===== src/rtl/lsu_mem_ctrl_pkg.sv =====
// lsu_mem_ctrl_pkg: shared widths, funct3 encodings, FSM states and the alignment check for the LSU.
package lsu_mem_ctrl_pkg;
  localparam int XLEN = 32;
  localparam int DATA_ADDR = 14;
  typedef enum logic [2:0] {
    LSU_B  = 3'b000,
    LSU_H  = 3'b001,
    LSU_W  = 3'b010,
    LSU_BU = 3'b100,
    LSU_HU = 3'b101
  } lsu_f3_e;
  typedef enum logic [2:0] {
    S_IDLE,
    S_LOAD,
    S_RMW_RD,
    S_WRITE,
    S_RESP
  } lsu_state_e;
  // Illegal funct3 (011, 11x) or an offset the access width cannot start at.
  function automatic logic lsu_bad(input logic [2:0] f3, input logic [1:0] off);
    return (f3 == 3'b011 || f3[2:1] == 2'b11) ? 1'b1 :
           (f3[1:0] == LSU_W[1:0]) ? |off :
           f3[0] ? off[0] : 1'b0;
  endfunction
endpackage


===== src/rtl/lsu_lane_align.sv =====
// lsu_lane_align: big-endian lane extraction with sign/zero extension for loads,
// and byte/halfword merge into an old word for sub-word stores.
module lsu_lane_align
  import lsu_mem_ctrl_pkg::*;
(
  input  logic [XLEN-1:0] word,
  input  logic [1:0]      off,
  input  logic [2:0]      f3,
  input  logic [15:0]     wdata,
  output logic [XLEN-1:0] load_data,
  output logic [XLEN-1:0] merged
);
  logic [4:0]      bits;
  logic [XLEN-1:0] sh;
  logic [XLEN-1:0] mask;
  logic [XLEN-1:0] ins;
  logic            sx;
  always_comb begin
    bits      = {off, 3'b000};
    sh        = word << bits;
    sx        = ~f3[2] & sh[XLEN-1];
    load_data = f3[1] ? word :
                f3[0] ? {{16{sx}}, sh[31:16]} : {{24{sx}}, sh[31:24]};
    mask      = (f3[0] ? 32'hFFFF_0000 : 32'hFF00_0000) >> bits;
    ins       = f3[0] ? {wdata, 16'h0} : {wdata[7:0], 24'h0};
    merged    = (word & ~mask) | (ins >> bits);
  end
endmodule


===== src/rtl/lsu_mem_ctrl.sv =====
// lsu_mem_ctrl: load/store initiator between execute and a combinational-read,
// whole-word-write data memory; sub-word stores go through read-modify-write.
module lsu_mem_ctrl
  import lsu_mem_ctrl_pkg::*;
(
  input  logic            clk,
  input  logic            rst_n,
  input  logic            req_valid,
  output logic            req_ready,
  input  logic            req_store,
  input  logic [2:0]      req_funct3,
  input  logic [XLEN-1:0] req_addr,
  input  logic [XLEN-1:0] req_wdata,
  output logic            resp_valid,
  input  logic            resp_ready,
  output logic [XLEN-1:0] resp_rdata,
  output logic            resp_err,
  output logic [XLEN-1:0] mem_addr,
  output logic            mem_we,
  output logic [XLEN-1:0] mem_wdata,
  input  logic [XLEN-1:0] mem_rdata
);
  lsu_state_e      state_q, state_d;
  logic [2:0]      f3_q, f3_d;
  logic [XLEN-1:0] addr_q, addr_d;
  logic [XLEN-1:0] wdata_q, wdata_d;
  logic [XLEN-1:0] merge_q, merge_d;
  logic [XLEN-1:0] rdata_q, rdata_d;
  logic            err_q, err_d;
  logic [XLEN-1:0] load_data;
  logic [XLEN-1:0] merged;

  lsu_lane_align u_align (
    .word      (mem_rdata),
    .off       (addr_q[1:0]),
    .f3        (f3_q),
    .wdata     (wdata_q[15:0]),
    .load_data (load_data),
    .merged    (merged)
  );

  always_comb begin
    state_d = state_q;
    f3_d    = f3_q;
    addr_d  = addr_q;
    wdata_d = wdata_q;
    merge_d = merge_q;
    rdata_d = rdata_q;
    err_d   = err_q;
    case (state_q)
      S_IDLE: if (req_valid) begin
        f3_d    = req_funct3;
        addr_d  = req_addr;
        wdata_d = req_wdata;
        rdata_d = '0;
        err_d   = lsu_bad(req_funct3, req_addr[1:0]);
        state_d = err_d ? S_RESP :
                  !req_store ? S_LOAD :
                  (req_funct3[1:0] == LSU_W[1:0]) ? S_WRITE : S_RMW_RD;
      end
      S_LOAD: begin
        rdata_d = load_data;
        state_d = S_RESP;
      end
      S_RMW_RD: begin
        merge_d = merged;
        state_d = S_WRITE;
      end
      S_WRITE: state_d = S_RESP;
      S_RESP:  state_d = resp_ready ? S_IDLE : S_RESP;
      default: state_d = S_IDLE;
    endcase
  end

  always_ff @(posedge clk or negedge rst_n) begin
    if (!rst_n) begin
      state_q <= S_IDLE;
      f3_q    <= '0;
      addr_q  <= '0;
      wdata_q <= '0;
      merge_q <= '0;
      rdata_q <= '0;
      err_q   <= 1'b0;
    end else begin
      state_q <= state_d;
      f3_q    <= f3_d;
      addr_q  <= addr_d;
      wdata_q <= wdata_d;
      merge_q <= merge_d;
      rdata_q <= rdata_d;
      err_q   <= err_d;
    end
  end

  // Write data is forced to zero outside WRITE so nothing stale reaches the bus.
  always_comb begin
    req_ready  = state_q == S_IDLE;
    resp_valid = state_q == S_RESP;
    resp_rdata = rdata_q;
    resp_err   = err_q;
    mem_addr   = {addr_q[XLEN-1:2], 2'b00};
    mem_we     = state_q == S_WRITE;
    mem_wdata  = mem_we ? ((f3_q[1:0] == LSU_W[1:0]) ? wdata_q : merge_q) : '0;
  end
endmodule


===== config.mk =====
export PLATFORM = sky130hd
export DESIGN_NAME = lsu_mem_ctrl
export DESIGN_NICKNAME = d
export VERILOG_FILES = /design/src/rtl/lsu_mem_ctrl_pkg.sv /design/src/rtl/lsu_lane_align.sv /design/src/rtl/lsu_mem_ctrl.sv
export SDC_FILE = /design/constraint.sdc
export NUM_CORES = 1
export LEC_CHECK = 0
export ABC_AREA = 1
export ABC_CLOCK_PERIOD_IN_PS = 1900
export CAP_MARGIN = 10
export CORE_UTILIZATION = 48
export DETAILED_ROUTE_END_ITERATION = 7
export GPL_TIMING_DRIVEN = 1
export PLACE_DENSITY = 0.8
export SLEW_MARGIN = 30
export SYNTH_ARGS = -nofsm -noshare
export SYNTH_HDL_FRONTEND = slang
export SYNTH_SLANG_ARGS = --single-unit

===== constraint.sdc =====
create_clock -name clk -period 1.9 [get_ports clk]
set_clock_uncertainty 0.2 [all_clocks]
set_input_delay 0.285 -clock clk [delete_from_list [all_inputs] [get_ports clk]]
set_output_delay 0.285 -clock clk [all_outputs]
set_load 0.005 [all_outputs]

==> results.md <==
Pwr:
- The largest vdd supply drop is 0.932 mV.
- The leakage power is approximately 5.2 nW.
- The portion of total power attributed to combinational logic is approximately 52%.
- The power density over cell area is 1640 nW/um^2.
- The internal portion of total power is 9.79 mW.
- Net switching is a little over two fifths of the power.
- The net load switching power is roughly 7.3 mW.
- In this run, the clock network consumes 18.2% of the power.
- The sequential group share of total power is 29.4%.

CTS:
- TritonCTS created 17 clock buffers.
- The root buffer selected by CTS is sky130_fd_sc_hd__clkbuf_16.
- The H-tree depth is 4.
- TritonCTS built the clock tree.
- The number of sinks driven by the clock tree is 135.
- After clock tree synthesis, the clock-pin slew on the worst setup and hold paths is around 0.06 ns.
- Counting along the longest clock path gives a buffer depth of 2.
- The later pin in the worst-skew pair is clocked with a latency of around 0.42 ns.

Logic synthesis:
- The gate count after technology mapping is 1,002.
- The sequential area share after synthesis is around 47%.
- The cell with the most instances after synthesis is sky130_fd_sc_hd__nand2_1.
- The average size of a mapped cell is 7.15 um^2.
- The Yosys warning count is 0.
- The top cell type by total area after synthesis is sky130_fd_sc_hd__dfrtp_1.
- The most frequently used flop master after synthesis is sky130_fd_sc_hd__dfrtp_1.
- Yosys attributes the largest share of cell area to sky130_fd_sc_hd__dfrtp_1 47%, sky130_fd_sc_hd__nand2_1 22%, sky130_fd_sc_hd__a21oi_1 6.3%.
- The number of unique standard cell types used by synthesis is 21.
- The synthesized netlist occupies a cell area of 7160 um^2.
- In this run, synthesis produced a sequential element count of around 140.
- The commonest cells after synthesis are 419 x sky130_fd_sc_hd__nand2_1, 135 x sky130_fd_sc_hd__dfrtp_1, 90 x sky130_fd_sc_hd__a21oi_1.
- The synthesized design contains 0 enable-type register cells.
- After synthesis, the largest area contributor takes up 47.2% of total cell area.
- The proportion of register bits with asynchronous set or reset after synthesis is 100%.

Detailed routing:
- The remaining antenna violation count after routing is 0.
- In the routed design, unresolved DRC markers number 0.
- For this block, the routed nets add up to 25.0 mm of wire.
- The number of vias after detailed routing is 7,741.
- The via count normalized by instance count is around 5.5.
- For this run, the detailed router's first-pass iteration total came to 6.
- The violation count after the first detailed-routing iteration is 632.
- After detailed routing, the average wire length per cell comes to ~18 um.

Timing:
- The final cycle utilization of the critical path is 114%.
- The number of hold violations in the final report is 0.
- Based on the critical path, the design can be clocked at up to 462 MHz.
- Setup repair after global routing could not meet its margin everywhere.
- In this run the tightest slew margin relative to its limit is about 63%.
- After layout, the minimum clock period comes to ~2.2 ns.
- Setup violations remaining at the end of the flow were counted as 35.
- The transition time at the pin with the least slew margin is 0.552 ns.
- The worst path setup slack after routing is -0.266 ns.
- The number of max-slew violations in the final report is 0.

Place:
- The post-placement cell count is 1,359.
- The placed wire-length estimate is 16.3 mm.
- The congestion estimate from routability-driven global placement came to approximately 0.92.
- The count of buffers added on input and output ports is 201.
- The placed cell area is 9440 um^2.

Floorplanning:
- The area enclosed by the die boundary is 15,400 um^2.
- The row count is 44.
- The floorplan step defined a core boundary enclosing 14,500 um^2.
- The die extent in y is 124 um.
- From left edge to right edge, the die measures roughly 120 um.
- For this configuration, the core starts out at a cell density of 49.3%.
- In this run the count of I/O pins placed on the die edge is just over 200.

Global route:
- The number of global-route vias before repair is 7,023.
- The first global-routing pass estimated 35.2 mm of wire.
- The largest net degree at the start of global routing is 71.
- The overflow left after global routing is 0.
- The global router's overall resource usage is 30.6%.
- The initial antenna violation count is 0.

Cells and area:
- The filler cells instantiated in the layout total 1,167.
- The number of antenna cells inserted is 0.
- At the end of the flow, the number of nets in the layout was 1,319.
- The final cell count without fillers is 1,411.
- Once layout is complete, the utilization of the core stands at between 70% and 80%.
- The fraction of layout cells with a size suffix above 1 is 17.0%.
- The finished cells cover approximately 10,000 um^2.
- The area growth from synthesis to layout is 45.8%.

Critical path:
- For the worst setup path, the data arrival time is ~1.7 ns.
- The endpoint class of the critical path is a primary output.
- The category of the critical setup timing path is reg -> out.
- In this run the worst path has a maximum fanout of 8.
- At the worst endpoint, the required time is 1.41 ns.
- STA classifies the critical path startpoint as a flip-flop.

Status:
- The run finished, with violations left.
- The final reports fail on negative setup slack.

Worst hold path:
- The type of the tightest min-delay check is in -> async.

Job:
- The tool flagged a number of max-cap violations equal to 0.
[logic make-up (layout without fill, tap and decap cells)]
family                 Yosys count  after routing  share of synthesized area [%]
and+or+nand+nor                507            507                           27.7
AOI/OAI and AO/OA              198            198                           14.3
buffers and inverters          161            385                           10.8
DFF                            135            135                           47.2
other                            1              2                         0.0524
[power groups by stage]
| stage | clock (mW) | combinational, mW | sequential (mW) |
|---|---|---|---|
| after floorplan | 0 | 4.80 | 4.71 |
| after global placement | 0 | 7.51 | 4.91 |
| after detailed placement | 0 | 7.70 | 4.90 |
| after CTS | 3.12 | 7.88 | 4.96 |
| after global routing | 3.24 | 9.76 | 5.14 |
| final | 3.10 | 8.95 | 5.02 |
[layer usage]
layer	global-route usage [%]	up-vias	wire (um)
li1	-	3583	-
met1	39.1	3595	9800
met2	48.2	486	11600
met3	8.24	77	2700
met4	14.3	0	929
met5	0	-	0
[state kept, by name, summed over array words and instances, names as in the netlist]
signal      cells
merge_q        32
resp_rdata     32
addr_q         32
state_q         3
wdata_q        32
f3_q            3
resp_err        1
[metrics by stage]
step                hold WS, ns  total power [mW]  worst slack (ns)  TNS, ns
finish                    0.179              17.1            -0.266    -7.33
global route              0.189              18.1            -0.362   -10.12
CTS                       0.180              16.0            -0.259    -7.79
detailed placement       0.0624              12.6            -0.215    -6.62
global placement         0.0605              12.4            -0.179    -5.38
floorplan                -0.211              9.51             0.177        0
[cells in the final DEF (no fill, tap or decap), types with 2 or more instances in the layout]
cell	instances
sky130_fd_sc_hd__o21ai_0	52
sky130_fd_sc_hd__buf_12	8
sky130_fd_sc_hd__a21oi_1	81
sky130_fd_sc_hd__inv_1	65
sky130_fd_sc_hd__buf_8	2
sky130_fd_sc_hd__a31oi_1	9
sky130_fd_sc_hd__nor2_2	5
sky130_fd_sc_hd__nor2_4	3
sky130_fd_sc_hd__clkdlybuf4s50_1	165
sky130_fd_sc_hd__nand2_4	3
sky130_fd_sc_hd__clkbuf_16	22
sky130_fd_sc_hd__a21oi_2	9
sky130_fd_sc_hd__dfrtp_1	135
sky130_fd_sc_hd__buf_4	52
sky130_fd_sc_hd__buf_2	33
sky130_fd_sc_hd__o21ai_2	29
sky130_fd_sc_hd__inv_8	2
sky130_fd_sc_hd__o21ai_1	7
sky130_fd_sc_hd__nand3_1	38
sky130_fd_sc_hd__clkinv_2	5
sky130_fd_sc_hd__buf_16	3
sky130_fd_sc_hd__clkinvlp_4	5
sky130_fd_sc_hd__nand2_2	3
sky130_fd_sc_hd__inv_6	2
sky130_fd_sc_hd__conb_1	2
sky130_fd_sc_hd__nand4_1	6
sky130_fd_sc_hd__a22oi_1	8
sky130_fd_sc_hd__nand2_1	412
sky130_fd_sc_hd__o21ai_4	3
sky130_fd_sc_hd__buf_6	8
sky130_fd_sc_hd__inv_2	5
sky130_fd_sc_hd__nor2_1	35
[final timing paths]
kind / start / endpoint / slack [ns] / cells after the start
worst min-delay path: rst_n / addr_q[30]$_DFFE_PN0P_ / 0.18 / 2
worst max-delay path: state_q[2]$_DFFE_PN0P_ / mem_wdata[26] / -0.27 / 8
min in group clk: req_wdata[24] / wdata_q[24]$_DFFE_PN0P_ / 0.19 / 3
worst max register to register: state_q[2]$_DFFE_PN0P_ / merge_q[25]$_DFFE_PN0N_ / 0.05 / 8
worst min register to register: resp_rdata[3]$_DFFE_PN0P_ / resp_rdata[3]$_DFFE_PN0P_ / 0.28 / 2
max in group asynchronous: rst_n / addr_q[5]$_DFFE_PN0P_ / 0.69 / 3
[area by class of cell]
| type | count | area (um^2) | share of cell area [%] |
|---|---|---|---|
| Sequential cell | 135 | 3380 | 32.4 |
| Multi-Input combinational cell | 707 | 3260 | 31.2 |
| Timing Repair Buffer | 279 | 2720 | 26.1 |
| Clock buffer | 19 | 443 | 4.24 |
| Inverter | 75 | 304 | 2.91 |
| Tap cell | 184 | 230 | 2.21 |
| Clock inverter | 12 | 104 | 0.995 |
[worst max-delay path, stage by stage, from the launching register on]
cell	delay [ns]
sky130_fd_sc_hd__dfrtp_1	0.39
sky130_fd_sc_hd__inv_2	0.08
sky130_fd_sc_hd__nand2_4	0.06
sky130_fd_sc_hd__nor2_4	0.12
sky130_fd_sc_hd__buf_6	0.17
sky130_fd_sc_hd__buf_16	0.15
sky130_fd_sc_hd__o21ai_2	0.05
sky130_fd_sc_hd__a21oi_1	0.12
sky130_fd_sc_hd__buf_2	0.13
[timing repair]
action / 4_1_cts / 5_1_grt
hold endpoints to repair: 59 / 0
gates resized for setup: 204 / 55
pin swaps: 8 / 8
setup buffers: 5 / 4
gates cloned: 4 / 9
endpoints found under the setup margin: 35 / 104
hold buffers: 1 / 0
Note: power is estimated with default switching activity, not from simulation.
